<file path="config.mk">
export PLATFORM = sky130hd
export DESIGN_NAME = rtc_bus_engine_flat
export DESIGN_NICKNAME = d
export VERILOG_FILES = /design/src/rtl/rtc_bus_engine_pkg.sv /design/src/rtl/rtc_bus_engine_if.sv /design/src/rtl/rtc_bus_engine_phase_cnt.sv /design/src/rtl/rtc_bus_engine.sv /design/src/flat_wrapper.sv
export SDC_FILE = /design/constraint.sdc
export NUM_CORES = 1
export LEC_CHECK = 0
export CAP_MARGIN = 0
export CORE_MARGIN = 4
export CORE_UTILIZATION = 47
export DETAILED_ROUTE_END_ITERATION = 8
export HOLD_SLACK_MARGIN = 0.1
export PLACE_DENSITY = 0.76
export SYNTH_ARGS = -nofsm -noshare
export SYNTH_HDL_FRONTEND = slang
export SYNTH_SLANG_ARGS = --single-unit
</file>
<file path="constraint.sdc">
create_clock -name clock -period 2.3 [get_ports clock]
set_clock_uncertainty 0.1 [all_clocks]
set_input_delay 0.46 -clock clock [delete_from_list [all_inputs] [get_ports clock]]
set_output_delay 0.46 -clock clock [all_outputs]
set_load 0.05 [all_outputs]
</file>
<file path="src/rtl/rtc_bus_engine_pkg.sv">
// Shared types and constants for the RTC multiplexed-bus engine and its users.
package rtc_bus_pkg;

  // One state per bus phase; each phase lasts a programmable number of cycles.
  typedef enum logic [2:0] {IDLE, ADDR, AHOLD, TURN, STB, DHOLD, REC} rtc_state_e;

  // Default phase lengths in clock cycles (each must be 1..255).
  localparam int T_ALE_DEF  = 2;
  localparam int T_AH_DEF   = 2;
  localparam int T_TURN_DEF = 2;
  localparam int T_STB_DEF  = 4;
  localparam int T_DH_DEF   = 2;
  localparam int T_REC_DEF  = 4;

  // RTC register map.
  localparam logic [7:0] RTC_REG_STATUS  = 8'h00;
  localparam logic [7:0] RTC_REG_SECONDS = 8'h21;
  localparam logic [7:0] RTC_REG_MINUTES = 8'h22;
  localparam logic [7:0] RTC_REG_HOURS   = 8'h23;
  localparam logic [7:0] RTC_REG_DAY     = 8'h24;
  localparam logic [7:0] RTC_REG_MONTH   = 8'h25;
  localparam logic [7:0] RTC_REG_YEAR    = 8'h26;
  localparam logic [7:0] RTC_REG_CRONO0  = 8'h41;
  localparam logic [7:0] RTC_REG_CRONO1  = 8'h42;
  localparam logic [7:0] RTC_REG_CRONO2  = 8'h43;
  localparam logic [7:0] RTC_REG_CMD     = 8'hF0;

  // Chip-side pin bundle, registered as a unit.
  typedef struct packed {
    logic       cs_n;
    logic       ale;
    logic       rd_n;
    logic       wr_n;
    logic       ad_oe;
    logic [7:0] ad_o;
  } rtc_pins_t;

  // All pins inactive; the AD drive value is parked at zero when not driven.
  localparam rtc_pins_t PINS_IDLE = '{cs_n: 1'b1, ale: 1'b0, rd_n: 1'b1, wr_n: 1'b1,
                                      ad_oe: 1'b0, ad_o: 8'h00};

  // Counter load value for a phase of t cycles (phase ends when the count hits zero).
  function automatic logic [7:0] phase_load(input int t);
    return 8'(t - 1);
  endfunction

endpackage

</file>
<file path="src/rtl/rtc_bus_engine_if.sv">
// Command side (upstream FSM) plus chip pin side of the RTC bus engine.
interface rtc_bus_engine_if;
  logic       start;
  logic       rw;
  logic [7:0] addr;
  logic [7:0] wdata;
  logic       ready;
  logic       done;
  logic [7:0] rdata;
  logic       cs_n;
  logic       ale;
  logic       rd_n;
  logic       wr_n;
  logic [7:0] ad_o;
  logic       ad_oe;
  logic [7:0] ad_i;

  // Engine view: takes commands and the sampled AD bus, drives status and pins.
  modport master (
    input  start, rw, addr, wdata, ad_i,
    output ready, done, rdata, cs_n, ale, rd_n, wr_n, ad_o, ad_oe
  );

  // Upstream/chip view.
  modport slave (
    output start, rw, addr, wdata, ad_i,
    input  ready, done, rdata, cs_n, ale, rd_n, wr_n, ad_o, ad_oe
  );
endinterface

</file>
<file path="src/rtl/rtc_bus_engine_phase_cnt.sv">
// Loadable 8-bit down-counter timing every bus phase; zero marks the last cycle.
module rtc_phase_cnt (
  input  logic       clock,
  input  logic       reset,
  input  logic       load_i,
  input  logic       dec_i,
  input  logic [7:0] load_val_i,
  output logic       zero_o
);
  logic [7:0] cnt_q, cnt_d;

  // Load wins over decrement; the count saturates at zero.
  always_comb begin
    cnt_d = cnt_q;
    if (load_i) begin
      cnt_d = load_val_i;
    end else if (dec_i && (cnt_q != 8'h00)) begin
      cnt_d = cnt_q - 8'h01;
    end
  end

  // Count register.
  always_ff @(posedge clock or posedge reset) begin
    if (reset) begin
      cnt_q <= 8'h00;
    end else begin
      cnt_q <= cnt_d;
    end
  end

  assign zero_o = (cnt_q == 8'h00);
endmodule

</file>
<file path="src/rtl/rtc_bus_engine.sv">
// Single-byte read/write bus master for the RTC chip's multiplexed AD bus.
// Every output is registered from the next-state decode, so pins change on
// the edge that enters a phase and never glitch.
module rtc_bus_engine
  import rtc_bus_pkg::*;
#(
  parameter int T_ALE  = T_ALE_DEF,
  parameter int T_AH   = T_AH_DEF,
  parameter int T_TURN = T_TURN_DEF,
  parameter int T_STB  = T_STB_DEF,
  parameter int T_DH   = T_DH_DEF,
  parameter int T_REC  = T_REC_DEF
) (
  input logic               clock,
  input logic               reset,
  rtc_bus_engine_if.master  bus
);
  rtc_state_e state_q, state_d;
  logic       rw_q, rw_d;
  logic [7:0] addr_q, addr_d, wdata_q, wdata_d;
  logic [7:0] cap_q, rdata_q;
  rtc_pins_t  pins_q, pins_d;
  logic       ready_q, done_q, done_d;
  logic       cnt_load, cnt_dec, cnt_zero;
  logic [7:0] cnt_val;

  rtc_phase_cnt u_phase_cnt (
    .clock      (clock),
    .reset      (reset),
    .load_i     (cnt_load),
    .dec_i      (cnt_dec),
    .load_val_i (cnt_val),
    .zero_o     (cnt_zero)
  );

  // State register and the command latched at acceptance.
  always_ff @(posedge clock or posedge reset) begin
    if (reset) begin
      state_q <= IDLE;
      rw_q    <= 1'b0;
      addr_q  <= 8'h00;
      wdata_q <= 8'h00;
    end else begin
      state_q <= state_d;
      rw_q    <= rw_d;
      addr_q  <= addr_d;
      wdata_q <= wdata_d;
    end
  end

  // Next state: advance a phase when its counter is at zero, loading the next length.
  always_comb begin
    state_d  = state_q;
    rw_d     = rw_q;
    addr_d   = addr_q;
    wdata_d  = wdata_q;
    cnt_load = 1'b0;
    cnt_dec  = 1'b0;
    cnt_val  = 8'h00;
    done_d   = 1'b0;
    case (state_q)
      IDLE: if (bus.start) begin
        state_d  = ADDR;
        rw_d     = bus.rw;
        addr_d   = bus.addr;
        wdata_d  = bus.wdata;
        cnt_load = 1'b1;
        cnt_val  = phase_load(T_ALE);
      end
      ADDR:  if (cnt_zero) begin state_d = AHOLD; cnt_load = 1'b1; cnt_val = phase_load(T_AH);   end else cnt_dec = 1'b1;
      AHOLD: if (cnt_zero) begin state_d = TURN;  cnt_load = 1'b1; cnt_val = phase_load(T_TURN); end else cnt_dec = 1'b1;
      TURN:  if (cnt_zero) begin state_d = STB;   cnt_load = 1'b1; cnt_val = phase_load(T_STB);  end else cnt_dec = 1'b1;
      STB:   if (cnt_zero) begin state_d = DHOLD; cnt_load = 1'b1; cnt_val = phase_load(T_DH);   end else cnt_dec = 1'b1;
      DHOLD: if (cnt_zero) begin state_d = REC;   cnt_load = 1'b1; cnt_val = phase_load(T_REC);  end else cnt_dec = 1'b1;
      REC:   if (cnt_zero) begin state_d = IDLE;  done_d = 1'b1; end else cnt_dec = 1'b1;
      default: state_d = IDLE;
    endcase
  end

  // Pin values for the phase being entered; reads never drive the bus past AHOLD.
  always_comb begin
    pins_d = PINS_IDLE;
    case (state_d)
      ADDR: begin
        pins_d.cs_n  = 1'b0;
        pins_d.ale   = 1'b1;
        pins_d.ad_oe = 1'b1;
        pins_d.ad_o  = addr_d;
      end
      AHOLD: begin
        pins_d.cs_n  = 1'b0;
        pins_d.ad_oe = 1'b1;
        pins_d.ad_o  = addr_d;
      end
      TURN, STB, DHOLD: begin
        pins_d.cs_n = 1'b0;
        if (!rw_d) begin
          pins_d.ad_oe = 1'b1;
          pins_d.ad_o  = wdata_d;
        end
        if (state_d == STB) begin
          if (rw_d) pins_d.rd_n = 1'b0;
          else      pins_d.wr_n = 1'b0;
        end
      end
      default: pins_d = PINS_IDLE;
    endcase
  end

  // Output registers; read data is captured at the end of the strobe but only
  // published with done, so rdata stays stable until the next read completes.
  always_ff @(posedge clock or posedge reset) begin
    if (reset) begin
      pins_q  <= PINS_IDLE;
      ready_q <= 1'b1;
      done_q  <= 1'b0;
      cap_q   <= 8'h00;
      rdata_q <= 8'h00;
    end else begin
      pins_q  <= pins_d;
      ready_q <= (state_d == IDLE);
      done_q  <= done_d;
      if ((state_q == STB) && cnt_zero && rw_q) cap_q <= bus.ad_i;
      if (done_d && rw_q) rdata_q <= cap_q;
    end
  end

  assign bus.ready = ready_q;
  assign bus.done  = done_q;
  assign bus.rdata = rdata_q;
  assign bus.cs_n  = pins_q.cs_n;
  assign bus.ale   = pins_q.ale;
  assign bus.rd_n  = pins_q.rd_n;
  assign bus.wr_n  = pins_q.wr_n;
  assign bus.ad_oe = pins_q.ad_oe;
  assign bus.ad_o  = pins_q.ad_o;
endmodule

</file>
<file path="src/flat_wrapper.sv">
// flat-port wrapper written by rule: the top's interface ports become plain ports
module rtc_bus_engine_flat import rtc_bus_pkg::*;
#(
  parameter int T_ALE  = T_ALE_DEF,
  parameter int T_AH   = T_AH_DEF,
  parameter int T_TURN = T_TURN_DEF,
  parameter int T_STB  = T_STB_DEF,
  parameter int T_DH   = T_DH_DEF,
  parameter int T_REC  = T_REC_DEF
)
  (clock, reset, bus_start, bus_rw, bus_addr, bus_wdata, bus_ad_i, bus_ready, bus_done, bus_rdata, bus_cs_n, bus_ale, bus_rd_n, bus_wr_n, bus_ad_o, bus_ad_oe);
  rtc_bus_engine_if bus_i ();
  input logic clock;
  input logic reset;
  input wire logic [$bits(bus_i.start)-1:0] bus_start;
  input wire logic [$bits(bus_i.rw)-1:0] bus_rw;
  input wire logic [$bits(bus_i.addr)-1:0] bus_addr;
  input wire logic [$bits(bus_i.wdata)-1:0] bus_wdata;
  input wire logic [$bits(bus_i.ad_i)-1:0] bus_ad_i;
  output wire logic [$bits(bus_i.ready)-1:0] bus_ready;
  output wire logic [$bits(bus_i.done)-1:0] bus_done;
  output wire logic [$bits(bus_i.rdata)-1:0] bus_rdata;
  output wire logic [$bits(bus_i.cs_n)-1:0] bus_cs_n;
  output wire logic [$bits(bus_i.ale)-1:0] bus_ale;
  output wire logic [$bits(bus_i.rd_n)-1:0] bus_rd_n;
  output wire logic [$bits(bus_i.wr_n)-1:0] bus_wr_n;
  output wire logic [$bits(bus_i.ad_o)-1:0] bus_ad_o;
  output wire logic [$bits(bus_i.ad_oe)-1:0] bus_ad_oe;
  assign bus_i.start = bus_start;
  assign bus_i.rw = bus_rw;
  assign bus_i.addr = bus_addr;
  assign bus_i.wdata = bus_wdata;
  assign bus_i.ad_i = bus_ad_i;
  assign bus_ready = bus_i.ready;
  assign bus_done = bus_i.done;
  assign bus_rdata = bus_i.rdata;
  assign bus_cs_n = bus_i.cs_n;
  assign bus_ale = bus_i.ale;
  assign bus_rd_n = bus_i.rd_n;
  assign bus_wr_n = bus_i.wr_n;
  assign bus_ad_o = bus_i.ad_o;
  assign bus_ad_oe = bus_i.ad_oe;
  rtc_bus_engine #(.T_ALE(T_ALE), .T_AH(T_AH), .T_TURN(T_TURN), .T_STB(T_STB), .T_DH(T_DH), .T_REC(T_REC)) u_core (.clock(clock), .reset(reset), .bus(bus_i));
endmodule
</file>
==> results of run 1 <==
-- power breakdown --
group | internal (uW) | switching [uW] | total (uW) | leakage [uW]
Sequential | 1420 | 271 | 1700 | 0.000725
Clock | 629 | 385 | 1010 | 0.000108
Combinational | 991 | 1360 | 2350 | 0.000783
Total | 3040 | 2010 | 5060 | 0.00162
-- placed cells by master, fill, tap and decap left out, types with 3 or more instances in the layout --
| cell | count |
|---|---|
| sky130_fd_sc_hd__dfrtp_1 | 55 |
| sky130_fd_sc_hd__clkdlybuf4s50_1 | 50 |
| sky130_fd_sc_hd__inv_1 | 20 |
| sky130_fd_sc_hd__mux2i_1 | 18 |
| sky130_fd_sc_hd__buf_4 | 17 |
| sky130_fd_sc_hd__a21oi_1 | 13 |
| sky130_fd_sc_hd__nand2_1 | 12 |
| sky130_fd_sc_hd__clkbuf_8 | 10 |
| sky130_fd_sc_hd__nor2_1 | 9 |
| sky130_fd_sc_hd__o32ai_1 | 9 |
| sky130_fd_sc_hd__mux2_2 | 9 |
| sky130_fd_sc_hd__nand3_1 | 8 |
| sky130_fd_sc_hd__mux2_4 | 8 |
| sky130_fd_sc_hd__nor3_1 | 6 |
| sky130_fd_sc_hd__o21ai_0 | 4 |
| sky130_fd_sc_hd__dfstp_2 | 4 |
| sky130_fd_sc_hd__or3_1 | 3 |
| sky130_fd_sc_hd__nand2b_1 | 3 |
-- logic make-up (layout without fill, tap and decap cells) --
kind of cell | Yosys count | count (layout) | synth area share, %
simple gates | 58 | 58 | 12.9
compound gates | 43 | 43 | 11.0
buf+inv | 35 | 105 | 5.76
mux | 35 | 35 | 14.9
flops | 59 | 59 | 55.0
fa+ha+maj | 1 | 1 | 0.464
-- stage by stage --
step	power, uW	utilization, %
6_report	5060	64.9
2_1_floorplan	3260	-
4_1_cts	5060	64.7
3_3_place_gp	3920	60.5
5_1_grt	5420	64.9
3_5_place_dp	4000	60.5
-- flip-flops by register name, summed over array words and instances (netlist names), 3 cells and up --
signal and flops:
u_core.wdata_q 8, u_core.addr_q 8, u_core.state_q 3, u_core.bus.ad_o 8, u_core.bus.rdata 8, u_core.cap_q 8, u_core.u_phase_cnt.cnt_q 8
-- worst max-delay path by stage --
stage	startpoint	end	depth (start not counted)
2_1_floorplan	u_core.u_phase_cnt.cnt_q[0]	u_core.bus.rdata[0]	7
3_3_place_gp	u_core.u_phase_cnt.cnt_q[0]	u_core.bus.rdata[7]	6
3_5_place_dp	u_core.u_phase_cnt.cnt_q[0]	u_core.bus.rdata[6]	6
4_1_cts	u_core.u_phase_cnt.cnt_q[0]	u_core.bus.rdata[6]	6
5_1_grt	u_core.bus.wr_n	bus_wr_n	1
6_report	u_core.bus.wr_n	bus_wr_n	1
-- area by class of cell --
class,count,share of cell area [%]
inverter,22,2.30
clock inverter,5,2.16
timing repair buffer,68,18.0
multi-input combinational,137,29.9
clock buffer,10,3.83
tap,72,2.51
sequential,59,41.2
-- metal layers --
layer  GRT usage, %  part of all wire [%]  up-vias
li1               -                     -      965
met1           23.6                    44      965
met2           26.5                    48       67
met3           5.23                   6.9        8
met4           6.58                   1.0        0
met5              0                     0        -
-- repair_timing --
action                     in CTS  in global routing
pin swaps                       1                  1
setup endpoints to repair       8                  8
resized for setup               2                  1
buffers inserted                2                  0
==> impl.org, run 1 <==
** Run status
- Run status :: finished clean

** Final layout
- Seq. cell area :: 0.00148 mm^2
- Final cell area excluding filler cells :: 0.00359 mm^2
- Number of diodes added for antenna fixing :: 0
- Area of the multi-input gates :: 0.00108 mm^2
- At the end of the flow, the number of nets in the layout was 326.
- Synthesis-to-layout area growth :: 33.4%
- Share of cells above drive strength 1 :: 21.9%
- The layout has 467 filler cells.
- Final non-filler cell total :: 373

** Detailed routing
- Number of routed nets with antenna violations :: 0
- First-iteration detailed-routing DRC count :: 134
- In the routed layout, each cell is associated on average with a via count of 5.38.
- Dividing the detail-routed wire length by the instance count gives 15.2 um.
- In the routed design, unresolved DRC markers number 0.
- After detailed routing, the total wire length is 5.68 mm.
- Total via count after detailed routing :: 2005
- Pre-Repair DR Iteration Count :: 4

** STA
- In this run the tightest slew margin relative to its limit is 64.7%.
- Unrepaired setup endpoints after global routing :: no
- Static timing analysis puts the maximum clock frequency at 0.451 GHz.
- Sum of negative setup slack :: 0 ps
- Final hold analysis gives a worst-case slack of 383 ps.
- For the finished layout, the period the worst path requires is 2220 ps.
- The number of hold-slack violations in the final timing report was 0.
- Final max-slew violation count :: 0
- Worst setup margin :: 80.7 ps
- At the pin with the least slew margin, the transition time is 527 ps.
- The worst path uses 96.5% of the clock period.
- Final number of setup-violating endpoints :: 0

** CTS
- The clock passes through at most 2 buffers.
- In this run, CTS created clock tree buffers numbering 9.
- Clock tree synthesis found a total of 59 sinks.
- Clk root buf :: sky130_fd_sc_hd__clkbuf_8
- Clock-pin slew was measured on the worst setup and hold paths at 70 ps.
- CTS built an H-tree with a depth of 3.
- Clock insertion delay at the later pin of the skew report :: 330 ps
- Hold buffers post-CTS :: 0
- CTS tree :: yes

** Yosys
- Of all flip-flops after synthesis, the portion carrying an async set or reset was 100%.
- Distinct cell type count of the synthesized netlist :: 47
- Top post-synthesis cells by area :: sky130_fd_sc_hd__dfrtp_1 (51%), sky130_fd_sc_hd__mux2i_1 (6.7%), sky130_fd_sc_hd__mux2_4 (4.5%), sky130_fd_sc_hd__dfstp_2 (3.9%), sky130_fd_sc_hd__mux2_2 (3.8%)
- sky130_fd_sc_hd__dfrtp_1 takes more of the synthesized area than any other cell.
- Sequential element share of the synthesized area :: 55.0%
- Synthesis produced a netlist with a net count of 260.
- The Yosys step of the flow raised 0 warnings.
- Cell area after synthesis :: 0.00269 mm^2
- By count the netlist is led by sky130_fd_sc_hd__dfrtp_1 (55), sky130_fd_sc_hd__inv_1 (22), sky130_fd_sc_hd__mux2i_1 (18).
- Most instantiated library cell after synthesis :: sky130_fd_sc_hd__dfrtp_1
- Instance count of the mapped netlist :: 231
- Share of Yosys cell area claimed by the top area cell type :: 51.1%
- EDFF count, synth :: 0
- Synthesis inferred 59 register bits.
- For this run, the leading register cell type out of synthesis is sky130_fd_sc_hd__dfrtp_1.
- In this run the mean area of a mapped cell was 11.7 um^2.

** Hold path
- In this run the most critical hold path is launched from u_core.addr_q[5].
- Counting instances, the worst hold path has a depth of 2.
- In this run the worst hold path is classified as reg -> reg.
- Endpoint of the worst hold path :: u_core.addr_q[5]

** Critical path
- Worst reg2reg endpoint :: u_core.bus.rdata[7]
- The signal on the critical path passes through clkdlybuf4s50_1.
- At the worst endpoint, the arrival time is 1660 ps.
- The worst register-to-register path begins at u_core.u_phase_cnt.cnt_q[0].
- In this design, the largest share of critical-path delay is due to buffers and inverters.
- Buffers plus inverters on the worst setup path :: 1
- The worst setup path is launched from a flip-flop.
- Type of the worst setup path :: reg -> out
- Cell with the largest stage delay on the worst path :: sky130_fd_sc_hd__clkdlybuf4s50_1
- In this run the worst path has a maximum fanout of 1.
- R2R Setup Slk :: 90 ps
- The number of cells on the worst reg-to-reg path is 6.
- Data required time of the worst path :: 1740 ps
- The worst setup path is captured at a primary output.
- For this run, the slowest stage of the critical path takes 810 ps.

** Die
- Die Outline Area :: 0.00701 mm^2
- The die is 83.7 um wide.
- Vertical die dimension :: 83.7 um
- Num ports :: 51
- Core region area :: 0.00554 mm^2
- Row count :: 27
- Starting density of the core :: 48.6%

** Placement
- Input and output buffers added on the ports amount to 50.
- Detailed placement ended at an HPWL of 3.98 mm.
- In this run the cell area measured after placement is 0.00335 mm^2.
- Before CTS, the worst setup slack after placement is -11.1 ps.
- Number of instances in the placed design :: 356
- At the end of routability-driven placement, the weighted congestion stood at 0.866.

** Pwr
- Summed over all cells, the static leakage comes to 0.00162 uW.
- For this design the ratio of total power to cell area is 1410 mW/mm^2.
- VDD sags by at most 0.000852 V.

** Global routing
- The via count of the first global-routing pass is 2030.
- Summed over all layers, the global routing overflow is 0.
- Pin count of the biggest net entering global routing :: 60
- The first global-routing pass estimated 9.84 mm of wire.
- The number of antenna violations at the first check in global routing was 0.
- In the global route stage, overall resource usage came out at 17.4%.

** Flow run
- Total of max-cap violations :: 0
Power figures use the tool's default switching activity.
==> run 2: changes to the inputs <==
- CORE_UTILIZATION: 47 -> 27
- PLACE_DENSITY: 0.76 -> 0.6
==> run 2 against run 1 <==
Against the previous run: critical path depth did not move; combinational power rose by 3%; cell area rose by 1.9%; clock power fell by 8%; utilization fell by 27 points; critical path type unchanged; largest power group unchanged.
==> impl.org, run 2 (synthesized netlist as in run 1, its figures left out) <==
** Run status
- The run finished with clean final reports.

** Critical path
- Reg-to-Reg Start :: u_core.u_phase_cnt.cnt_q[0]
- Worst reg2reg endpoint :: u_core.bus.rdata[2]
- Largest delay share family, worst path :: buffers and inverters
- The maximum single-stage delay on the critical path is 790 ps (-20 ps).
- The worst setup path is launched from a flip-flop.
- Buffers plus inverters on the worst setup path :: 1 (unchanged)
- The required time reported for the critical path endpoint is 1740 ps (about the same).
- Crit. path cell count :: 1 (unchanged)
- Cell breakdown of the critical path :: clkdlybuf4s50_1
- The maximum net fanout on the critical path is 1 (unchanged).
- The slowest stage of the critical path is the sky130_fd_sc_hd__clkdlybuf4s50_1 cell.
- R2R Setup Slk :: 150 ps (+60 ps)
- The worst setup path is captured at a primary output.
- Number of cells on the worst reg-to-reg path :: 6 (unchanged)
- Type of the worst setup path :: reg -> out
- The arrival time at the worst endpoint came to 1640 ps (-20 ps).

** Placement
- The final estimated routing congestion in global placement was 0.915 (+5.6%).
- The post-detailed-placement half-perimeter wirelength was 4.27 mm (+7.5%).
- The area of placed instances is 0.00344 mm^2 (+2.7%).
- # port buffers :: 50 (unchanged)
- Number of instances in the placed design :: 419 (+18%)

** Pwr
- Internal Dissipation :: 2980 uW (-2.2%)
- Comb pwr share :: 48.3% (+1.9 points)
- The switching portion of total power was 40.6% (+0.81 points).
- Sequential fraction of design power :: 33.2% (-0.3 points)
- The net switching power was 2040 uW (+1.1%).
- The static leakage came to 0.00162 uW (+0.57%).
- The total chip power came to 5010 uW (-0.91%).
- The worst-case vdd ir drop came to 0.000680 V (-20%).
- The areal power density over the cells is 1370 mW/mm^2 (-2.8%).
- The clock network fraction of design power was 18.5% (-1.5 points).

** Final layout
- Synthesis-to-layout area growth :: 35.9%
- Fill cell instance count of the final layout :: 969 (+110%)
- The number of nets in the final layout is 326 (unchanged).
- Commonest non-fill, non-tap cell in the layout :: sky130_fd_sc_hd__dfrtp_1
- The final non-filler cell total is 434 (+16%).
- Share of cells above drive strength 1 :: 21.9% (unchanged)
- Final cell area excluding filler cells :: 0.00366 mm^2 (+1.9%)
- The antenna diode instance count is 0 (unchanged).
- Most used cells in the layout excluding fill and tap cells :: sky130_fd_sc_hd__dfrtp_1 (55), sky130_fd_sc_hd__clkdlybuf4s50_1 (50), sky130_fd_sc_hd__inv_1 (20)

** Hold path
- Instance count along the most critical hold path :: 2 (unchanged)
- The startpoint identified for the worst hold timing path is u_core.wdata_q[2].
- The worst hold path belongs to the class reg -> reg.
- Endpoint of the worst hold path :: u_core.wdata_q[2]

** Detailed routing
- First-iteration detailed-routing DRC count :: 151 (+13%)
- Pre-Repair DR Iteration Count :: 4 (unchanged)
- The average vias per placed instance was 4.60 (-14%).
- Final routed wire length divided by cell count :: 13.9 um (-8.8%)
- The total via count after detailed routing is 1997 (-0.40%).
- The number of remaining DRC errors came to 0 (unchanged).
- Number of routed nets with antenna violations :: 0 (unchanged)
- Post-Route WL :: 6.03 mm (+6.1%)

** CTS
- The level count of the clock H-tree is 3 (unchanged).
- Clock insertion delay at the later pin of the skew report :: 330 ps (about the same)
- Worst-path clk slew :: 60 ps (about the same)
- Clk root buf :: sky130_fd_sc_hd__clkbuf_8
- Number of buffers created by CTS :: 9 (unchanged)
- TritonCTS built the clock tree.
- Sink Count :: 59 (unchanged)
- Hold buffers post-CTS :: 0 (unchanged)
- The largest buffer count on any clock path is 2 (unchanged).

** STA
- The number of hold-slack violations in the final timing report was 0 (unchanged).
- The final number of max-transition violations is 0 (unchanged).
- The shortest clock period the worst path allows after layout is 2200 ps (-20.6 ps).
- The final period utilization is 95.6% (-0.90 points).
- The setup violation total in the final timing report was 0 (unchanged).
- Unrepaired setup endpoints after global routing :: no
- The worst relative slew slack was 65.6% (+0.87 points).
- Sum of negative setup slack :: 0 ps (unchanged)
- Highest attainable clock frequency :: 0.455 GHz (+0.94%)
- The actual slew at the worst max-slew pin is 514 ps (-12.9 ps).

** Global routing
- The first-pass GRT wire length came to 10.2 mm (+3.8%).
- Vias in the first global route :: 2057 (+1.3%)
- The overall track demand over capacity in global routing was 11.2% (-6.2 points).
- Final global-route overflow total :: 0 (unchanged)
- The number of antenna violations at the first check in global routing was 0 (unchanged).
- The maximum number of pins on one net before global-route repair was 60 (unchanged).

** Die
- The die extent in y is 108 um (+29%).
- The number of top-level pins was 51 (unchanged).
- Die Outline Area :: 0.0116 mm^2 (+66%)
- Die outline width :: 108 um (+29%)
- The initial core utilization came to 27.7% (-21 points).
- Core region area :: 0.00973 mm^2 (+76%)
- The standard-cell row count was 36 (+33%).

** Flow run
- Total of max-cap violations :: 0 (unchanged)
==> run 2: changes by cell type in the layout (fill, tap and decap cells not counted) <==
cell                         previous run  this run
sky130_fd_sc_hd__bufinv_16              2         1
sky130_fd_sc_hd__clkbuf_1               0         2
sky130_fd_sc_hd__clkbuf_8              10        11
sky130_fd_sc_hd__clkinv_2               2         1
sky130_fd_sc_hd__clkinvlp_4             1         0
sky130_fd_sc_hd__ha_2                   0         1
sky130_fd_sc_hd__ha_4                   1         0
sky130_fd_sc_hd__nand4b_2               1         0
sky130_fd_sc_hd__nand4b_4               0         1
sky130_fd_sc_hd__o32ai_1                9         7
sky130_fd_sc_hd__o32ai_2                0         2
==> run 2: what timing repair did <==
item / CTS / global route
endpoints found under the setup margin: 0 / 25
setup buffers: 0 / 0
endpoints found under the hold margin: 0 / 0
gates resized for setup: 0 / 5
==> run 2: layout make-up <==
class	instances	area, um^2	share of cell area [%]
clock buffer	13	159	4.34
clock inverter	2	35.0	0.957
inverter	22	82.6	2.25
multi-input combinational	137	1090	29.8
sequential	59	1480	40.5
tap	133	166	4.54
timing repair buffer	68	648	17.7
==> run 2: routing by layer <==
layer  vias up  track usage (%)  wire (um)
met2        73             17.2       2730
li1        963                -          -
met5         -                0          0
met3         7             4.56        508
met4         0             3.25         70
met1       954             14.5       2710
==> run 2: through the flow <==
| stage | utilization, % | hold slack (ps) | setup slack (ps) |
|---|---|---|---|
| after floorplan | - | 346 | 62.2 |
| after global placement | 35.4 | 362 | 104 |
| after detailed placement | 35.4 | 368 | 38.0 |
| after CTS | 37.4 | 385 | 24.8 |
| after global routing | 37.6 | 408 | 44.4 |
| final | 37.6 | 379 | 101 |
==> run 2: how the worst max path moves through the flow <==
stage,startpoint,endpoint
floorplan,u_core.u_phase_cnt.cnt_q[0],u_core.bus.rdata[0]
global placement,u_core.u_phase_cnt.cnt_q[0],u_core.bus.rdata[7]
detailed placement,u_core.u_phase_cnt.cnt_q[0],u_core.bus.rdata[2]
CTS,u_core.u_phase_cnt.cnt_q[0],u_core.bus.rdata[5]
global route,u_core.u_phase_cnt.cnt_q[0],u_core.bus.ad_o[4]
finish,u_core.bus.wr_n,bus_wr_n
==> run 2: power groups by stage <==
stage | Clock (uW) | Combinational [uW] | Sequential [uW]
6_report | 926 | 2420 | 1670
5_1_grt | 1020 | 2640 | 1720
4_1_cts | 970 | 2390 | 1660
3_5_place_dp | 0 | 2370 | 1680
3_3_place_gp | 0 | 2330 | 1680
2_1_floorplan | 0 | 1280 | 1980
